===== src/rtl/cacheline_element_unpacker_pkg.sv =====
`default_nettype none
// ============================================================================
// Module      : cacheline_element_unpacker_pkg
// Description : Shared constants, helper functions and request type for the
//               cacheline element unpacker and its lane selector.
// Revision    : 1.0 - initial release
// ============================================================================
package cacheline_element_unpacker_pkg;

    localparam int CACHELINE_SIZE_BITS = 1024;

    // Number of elements of a given width held in one line
    function automatic int element_num(input int elem_bits,
                                       input int line_bits = CACHELINE_SIZE_BITS);
        return line_bits / elem_bits;
    endfunction

    // One extra bit so that start/count values equal to N are representable
    function automatic int index_width(input int n);
        return $clog2(n) + 1;
    endfunction

    // Byte-reverse the low elem_bits of value; upper bits return zero
    function automatic logic [CACHELINE_SIZE_BITS-1:0] swap_endianness_element(
        input logic [CACHELINE_SIZE_BITS-1:0] value,
        input int                             elem_bits
    );
        logic [CACHELINE_SIZE_BITS-1:0] r;
        r = '0;
        for (int b = 0; b < CACHELINE_SIZE_BITS / 8; b++) begin
            if (b < elem_bits / 8) begin
                r[b*8 +: 8] = value[(elem_bits/8 - 1 - b)*8 +: 8];
            end
        end
        return r;
    endfunction

    // FSM encoding
    localparam logic [0:0] c_st_idle  = 1'b0;
    localparam logic [0:0] c_st_drain = 1'b1;

    localparam int c_default_index_bits = index_width(element_num(32, CACHELINE_SIZE_BITS));

    // Request as seen on the read-response side, default 32-bit elements
    typedef struct packed {
        logic [CACHELINE_SIZE_BITS-1:0]  data;
        logic [c_default_index_bits-1:0] start_index;
        logic [c_default_index_bits-1:0] count;
        logic [7:0]                      tag;
    } unpack_req_t;

endpackage
`default_nettype wire


===== src/rtl/cacheline_element_unpacker_lane_select.sv =====
`default_nettype none
// ============================================================================
// Module      : element_lane_select
// Description : Combinational lane picker. Lane k carries element idx+k of the
//               line (lane 0 in the most significant slot, same [0:n] order
//               as the line itself), optionally byte-swapped, zero when masked.
// Revision    : 1.0 - initial release
// ============================================================================
module element_lane_select #(
    parameter int CACHELINE_SIZE_BITS = 1024,
    parameter int ELEMENT_SIZE_BITS   = 32,
    parameter int LANES               = 1,
    parameter bit SWAP_ENDIAN         = 1'b1,
    parameter int IDX_BITS            = 6
) (
    input  logic [CACHELINE_SIZE_BITS-1:0]     i_line,
    input  logic [IDX_BITS-1:0]                i_idx,
    input  logic [IDX_BITS-1:0]                i_remaining,
    output logic [LANES*ELEMENT_SIZE_BITS-1:0] o_data,
    output logic [LANES-1:0]                   o_mask
);
    import cacheline_element_unpacker_pkg::*;

    localparam int c_n         = element_num(ELEMENT_SIZE_BITS, CACHELINE_SIZE_BITS);
    localparam int c_sel_bits  = $clog2(c_n);
    localparam int c_swap_bits = cacheline_element_unpacker_pkg::CACHELINE_SIZE_BITS;

    logic [ELEMENT_SIZE_BITS-1:0] w_elems [c_n];

    // Element i sits at the i-th slot counted from the MSB
    for (genvar gi = 0; gi < c_n; gi++) begin : g_elem
        assign w_elems[gi] = i_line[CACHELINE_SIZE_BITS-1-gi*ELEMENT_SIZE_BITS -: ELEMENT_SIZE_BITS];
    end

    for (genvar gk = 0; gk < LANES; gk++) begin : g_lane
        logic [IDX_BITS-1:0]          w_pos;
        logic                         w_valid;
        logic [ELEMENT_SIZE_BITS-1:0] w_raw;
        logic [ELEMENT_SIZE_BITS-1:0] w_out;

        // Position bound is redundant with count clamping but keeps the mux index in range
        assign w_pos   = i_idx + IDX_BITS'(gk);
        assign w_valid = (IDX_BITS'(gk) < i_remaining) && (w_pos < IDX_BITS'(c_n));
        assign w_raw   = w_elems[w_pos[c_sel_bits-1:0]];

        if (SWAP_ENDIAN) begin : g_swap
            assign w_out = ELEMENT_SIZE_BITS'(swap_endianness_element(c_swap_bits'(w_raw),
                                                                      ELEMENT_SIZE_BITS));
        end else begin : g_noswap
            assign w_out = w_raw;
        end

        assign o_mask[LANES-1-gk] = w_valid;
        assign o_data[(LANES-gk)*ELEMENT_SIZE_BITS-1 -: ELEMENT_SIZE_BITS] = w_valid ? w_out : '0;
    end

endmodule
`default_nettype wire


===== src/rtl/cacheline_element_unpacker.sv =====
`default_nettype none
// ============================================================================
// Module      : cacheline_element_unpacker
// Description : Holds one cacheline and streams a trimmed run of its elements
//               out LANES at a time, with sideband tag and an emitted-element
//               statistics counter. Next line may load on the last handshake.
// Revision    : 1.0 - initial release
// ============================================================================
module cacheline_element_unpacker #(
    parameter int CACHELINE_SIZE_BITS = 1024,
    parameter int ELEMENT_SIZE_BITS   = 32,
    parameter int LANES               = 1,
    parameter bit SWAP_ENDIAN         = 1'b1,
    parameter int TAG_BITS            = 8,
    parameter int COUNT_BITS          = 32
) (
    input  logic                                                    clock,
    input  logic                                                    rst,
    input  logic                                                    in_valid,
    output logic                                                    in_ready,
    input  logic [CACHELINE_SIZE_BITS-1:0]                          in_data,
    input  logic [$clog2(CACHELINE_SIZE_BITS/ELEMENT_SIZE_BITS):0]  in_start_index,
    input  logic [$clog2(CACHELINE_SIZE_BITS/ELEMENT_SIZE_BITS):0]  in_count,
    input  logic [TAG_BITS-1:0]                                     in_tag,
    output logic                                                    out_valid,
    input  logic                                                    out_ready,
    output logic [LANES*ELEMENT_SIZE_BITS-1:0]                      out_data,
    output logic [LANES-1:0]                                        out_mask,
    output logic                                                    out_last,
    output logic [TAG_BITS-1:0]                                     out_tag,
    output logic                                                    busy,
    output logic [COUNT_BITS-1:0]                                   elements_emitted
);
    import cacheline_element_unpacker_pkg::*;

    localparam int                    c_n         = element_num(ELEMENT_SIZE_BITS, CACHELINE_SIZE_BITS);
    localparam int                    c_idx_bits  = index_width(c_n);
    localparam logic [c_idx_bits-1:0] c_n_idx     = c_idx_bits'(c_n);
    localparam logic [c_idx_bits-1:0] c_lanes_idx = c_idx_bits'(LANES);

    logic [0:0]                       r_state;
    logic [0:0]                       w_state_next;
    logic [CACHELINE_SIZE_BITS-1:0]   r_line;
    logic [TAG_BITS-1:0]              r_tag;
    logic [c_idx_bits-1:0]            r_idx;
    logic [c_idx_bits-1:0]            r_rem;
    logic [COUNT_BITS-1:0]            r_count;
    logic [c_idx_bits-1:0]            w_eff;
    logic [c_idx_bits-1:0]            w_take;
    logic                             w_last;
    logic                             w_fire;
    logic                             w_load;
    logic [LANES*ELEMENT_SIZE_BITS-1:0] w_lane_data;
    logic [LANES-1:0]                 w_lane_mask;

    element_lane_select #(
        .CACHELINE_SIZE_BITS (CACHELINE_SIZE_BITS),
        .ELEMENT_SIZE_BITS   (ELEMENT_SIZE_BITS),
        .LANES               (LANES),
        .SWAP_ENDIAN         (SWAP_ENDIAN),
        .IDX_BITS            (c_idx_bits)
    ) u_lane_select (
        .i_line      (r_line),
        .i_idx       (r_idx),
        .i_remaining (r_rem),
        .o_data      (w_lane_data),
        .o_mask      (w_lane_mask)
    );

    // Effective count: clamp the request to the elements left in the line
    always_comb begin
        w_eff = '0;
        if (in_start_index < c_n_idx) begin
            if (in_count < (c_n_idx - in_start_index)) begin
                w_eff = in_count;
            end else begin
                w_eff = c_n_idx - in_start_index;
            end
        end
    end

    assign w_last = (r_rem <= c_lanes_idx);
    assign w_take = (r_rem < c_lanes_idx) ? r_rem : c_lanes_idx;
    assign w_fire = out_valid & out_ready;
    assign w_load = in_valid & in_ready & (w_eff != '0);

    // State register
    always_ff @(posedge clock or posedge rst) begin
        if (rst) begin
            r_state <= c_st_idle;
        end else begin
            r_state <= w_state_next;
        end
    end

    // Next-state: a zero-length request never leaves IDLE
    always_comb begin
        w_state_next = r_state;
        case (r_state)
            c_st_idle: begin
                if (w_load) w_state_next = c_st_drain;
            end
            c_st_drain: begin
                if (out_ready && w_last) w_state_next = w_load ? c_st_drain : c_st_idle;
            end
            default: w_state_next = c_st_idle;
        endcase
    end

    // Outputs decoded from registered state only, except the in_ready pass-through
    always_comb begin
        out_valid = 1'b0;
        busy      = 1'b0;
        out_last  = 1'b0;
        out_data  = '0;
        out_mask  = '0;
        in_ready  = 1'b1;
        if (r_state == c_st_drain) begin
            out_valid = 1'b1;
            busy      = 1'b1;
            out_last  = w_last;
            out_data  = w_lane_data;
            out_mask  = w_lane_mask;
            in_ready  = out_ready & w_last;
        end
    end

    assign out_tag          = r_tag;
    assign elements_emitted = r_count;

    // Line holding register and walk pointers; a load wins over the final advance
    always_ff @(posedge clock or posedge rst) begin
        if (rst) begin
            r_line <= '0;
            r_tag  <= '0;
            r_idx  <= '0;
            r_rem  <= '0;
        end else if (w_load) begin
            r_line <= in_data;
            r_tag  <= in_tag;
            r_idx  <= in_start_index;
            r_rem  <= w_eff;
        end else if (w_fire) begin
            r_idx  <= r_idx + c_lanes_idx;
            r_rem  <= r_rem - w_take;
        end
    end

    // Emitted-element counter; valid lanes per beat equal min(LANES, remaining)
    always_ff @(posedge clock or posedge rst) begin
        if (rst) begin
            r_count <= '0;
        end else if (w_fire) begin
            r_count <= r_count + COUNT_BITS'(w_take);
        end
    end

endmodule
`default_nettype wire


===== config.mk =====
export PLATFORM = sky130hd
export DESIGN_NAME = cacheline_element_unpacker
export DESIGN_NICKNAME = d
export VERILOG_FILES = /design/src/rtl/cacheline_element_unpacker_pkg.sv /design/src/rtl/cacheline_element_unpacker_lane_select.sv /design/src/rtl/cacheline_element_unpacker.sv
export SDC_FILE = /design/constraint.sdc
export NUM_CORES = 2
export LEC_CHECK = 0
export BUFFER_PORTS_ARGS = -buffer_cell sky130_fd_sc_hd__buf_2
export CELL_PAD_IN_SITES_DETAIL_PLACEMENT = 0
export CELL_PAD_IN_SITES_GLOBAL_PLACEMENT = 1
export CORE_AREA = 10 10 424 426
export DETAILED_ROUTE_END_ITERATION = 8
export DIE_AREA = 0 0 434 436
export GPL_ROUTABILITY_DRIVEN = 0
export PLACE_DENSITY = 0.62
export SKIP_CTS_REPAIR_TIMING = 1
export SLEW_MARGIN = 20
export SYNTH_ARGS = -nofsm -noshare
export SYNTH_HDL_FRONTEND = slang
export SYNTH_SLANG_ARGS = --single-unit

===== constraint.sdc =====
create_clock -name clock -period 32 [get_ports clock]
set_input_delay 1.6 -clock clock [delete_from_list [all_inputs] [get_ports clock]]
set_output_delay 1.6 -clock clock [all_outputs]
set_load 0.05 [all_outputs]

==> flow_summary.ini <==
[outcome]
status = finished clean

[min_path]
holdCritPathClass = flop to flop

[worst_setup_path]
path_cells = buf_2 -> or4_1 -> nor2_1 -> xnor2_1 -> ha_1 -> o21ai_0 -> o21bai_1 -> a21oi_4 -> mux2i_4 -> buf_12 -> buf_12 -> buf_12 -> buf_4 -> buf_4 -> mux2_2
crit_start = in_start_index[1]
required_ps = 32640
cp_num_buf_inv = 6
crit_path_start_kind = primary input
reg2reg_slack_ps = 25960
cp.arrival_ps = 8180
reg2reg_depth = 10
path_class = primary input to flop
cp_max_fo = 159
cp-end-kind = flop
critical-path-max-stage-delay_ps = 900
worst_r2r_startpoint = r_state
cp-endpoint = r_line[956]
r2r_end = r_line[956]
cpMostUsedCell = buf_12
worst-path-stages = 15
slowest_stage = buf_4
path_delay_family = buffers and inverters

[sta]
rsz0062_at_grt = false
finalSetupTns_ps = 0
max-slew-margin-rel_pct = 27.6
slew_viol_final = 0
fin_skew_ps = 23.7
setup_viol = 0
fmax_ghz = 0.133
tightestPinTransition_ps = 1090
final.period_utilization_pct = 23.5
hold_viol_final = 0
period_needed_ps = 7540

[clock_tree]
path_clk_slew_ps = 60
numCtsBuffers = 131
htree_levels = 4
root_buffer = clkbuf_16
clk_path_buf_depth = 3
cts_tree = built
clock_sinks = 1077
clock_latency_ps = 780

[floorplanning]
core_area_um2 = 171000
die_w_um = 434
rows = 152
die_area_um2 = 189000
io_pins = 1125
initial_core_util_pct = 28.6
die_h_um = 436

[synthesis]
synth_ff_type = dfrtp_1
synth_area_um2 = 48900
synthArstFlopShare_pct = 100
ys_top_cells_by_area = dfrtp_1 (55%), mux2_2 (20%), mux4_2 (12%)
netlist_instances = 2959
ys_seq_elements = 1077
synth.distinct_cells = 53
yosysWarnings = 0
synth-edff-count = 0
synth_seq_area_share_pct = 55.1
synth_top_area_cell = dfrtp_1
synth_top_area_share_pct = 55.1
syn_avg_cell_area_um2 = 16.5

[grt]
antenna_found_initial = 240
grt_use_total_pct = 21.2
grt_start_max_net_pins = 167
grt_overflow = 0
grt_pass1_vias = 33925
grt_pass1_wl_um = 280000

[pwr]
total_leakage_power_nw = 26.8
p_per_area_nw_per_um2 = 116
irDropWorstVdd_mv = 0.0666

[drt]
vias = 32438
drc = 0
dr.pass1.iters = 5
post_drt_wl_per_cell_um = 32.1
viasPerCell = 5.02
ant_nets = 0
drt_wl_total_um = 207000
drt_first_iter_violations = 2604

[cells_and_area]
fill_cells = 16600
area.growth.synth_to_final_pct = 25.3
nNetsFinal = 5122
final_util_pct = 35.8
layout-drive-gt1-share_pct = 64.5

[place]
hpwl_um = 163000
io_buffers = 1124

[run]
drv_cap = 0
-- worst min path at each step --
stage,slack [ps],from,depth (start not counted),end
after floorplan,480,r_line[160],1,r_line[160]
after global placement,460,elements_emitted[31],1,elements_emitted[31]
after detailed placement,470,elements_emitted[27],1,elements_emitted[27]
after CTS,480,elements_emitted[27],1,elements_emitted[27]
after global routing,490,elements_emitted[31],1,elements_emitted[31]
final,480,elements_emitted[27],1,elements_emitted[27]
-- layout make-up --
type                            count  area, um^2  area share [%]
Multi-Input combinational cell   1666       20900            34.1
Clock inverter                     41         438           0.715
Antenna cell                       66         165           0.269
Timing Repair Buffer             1175        6110            9.97
Inverter                            8        37.5          0.0612
Clock buffer                      195        3890            6.36
Sequential cell                  1077       27000            44.0
Tap cell                         2233        2790            4.56
-- per-stage QoR --
step	cells	area (um^2)	worst slack, ps	hold WS (ps)	power [mW]
2_1_floorplan	2964	48900	80.8	475	4.39
3_3_place_gp	6159	56800	23640	463	5.60
3_5_place_dp	6159	56800	23680	474	5.65
4_1_cts	6395	61100	24490	483	7.19
5_1_grt	6442	61200	24070	485	7.45
6_report	6461	61300	24460	483	7.08
-- cell usage in the layout, fill, tap and decap left out, types with 6 or more instances in the layout --
cell type and instances:
a22o_1 64, conb_1 6, o22ai_1 33, nand2_1 30
inv_6 8, nor2_1 11, clkbuf_8 27, a221oi_1 64
xnor2_1 31, diode_2 66, buf_12 8, clkbuf_1 32
mux2_4 152, nand3_1 10, xor2_1 7, and4_1 8
mux2_2 885, buf_2 1124, clkbuf_16 136, buf_4 42
ha_1 14, clkinv_2 18, dfrtp_1 1075, o21ai_0 8
mux2i_1 11, inv_1 7, mux4_2 256, nand4_1 9
-- routing by layer --
metal  wire, um  global-route usage, %  vias to the layer above
li1           -                      -                    13564
met1      84100                   26.5                    17001
met2     100000                   34.5                     1218
met3      15000                   6.31                      565
met4       7570                   7.58                       90
met5        538                      0                        -
-- cell usage after synthesis (14+ instances only) --
| library cell | n |
|---|---|
| o22ai_1 | 33 |
| nand2_1 | 30 |
| buf_6 | 19 |
| clkbuf_1 | 53 |
| a22o_1 | 64 |
| buf_2 | 130 |
| mux2_4 | 152 |
| xnor2_1 | 31 |
| a221oi_1 | 64 |
| ha_1 | 14 |
| dfrtp_1 | 1077 |
| mux4_2 | 256 |
| mux2_2 | 885 |
-- flip-flops by register name (all words and copies together) (netlist names) --
signal / flops
r_state: 1
elements_emitted: 32
out_tag: 8
r_rem: 6
r_line: 1024
r_idx: 6
-- report_power, final --
part / switching [mW] / internal [mW] / leakage, nW
sequential: 0.458 / 2.05 / 12.9
clock: 0.622 / 0.887 / 2.13
combinational: 1.62 / 1.45 / 11.9
-- kinds of logic after synthesis --
group	synth area share (%)
other	0.00767
buffers and inverters	2.33
AO/OA/AOI/OAI	3.27
multiplexers	37.1
AND/OR/NAND/NOR	1.15
flip-flops	55.1
adder cells (fa/ha/maj)	0.399
XOR/XNOR	0.680
(Power assumes the default switching activity.)
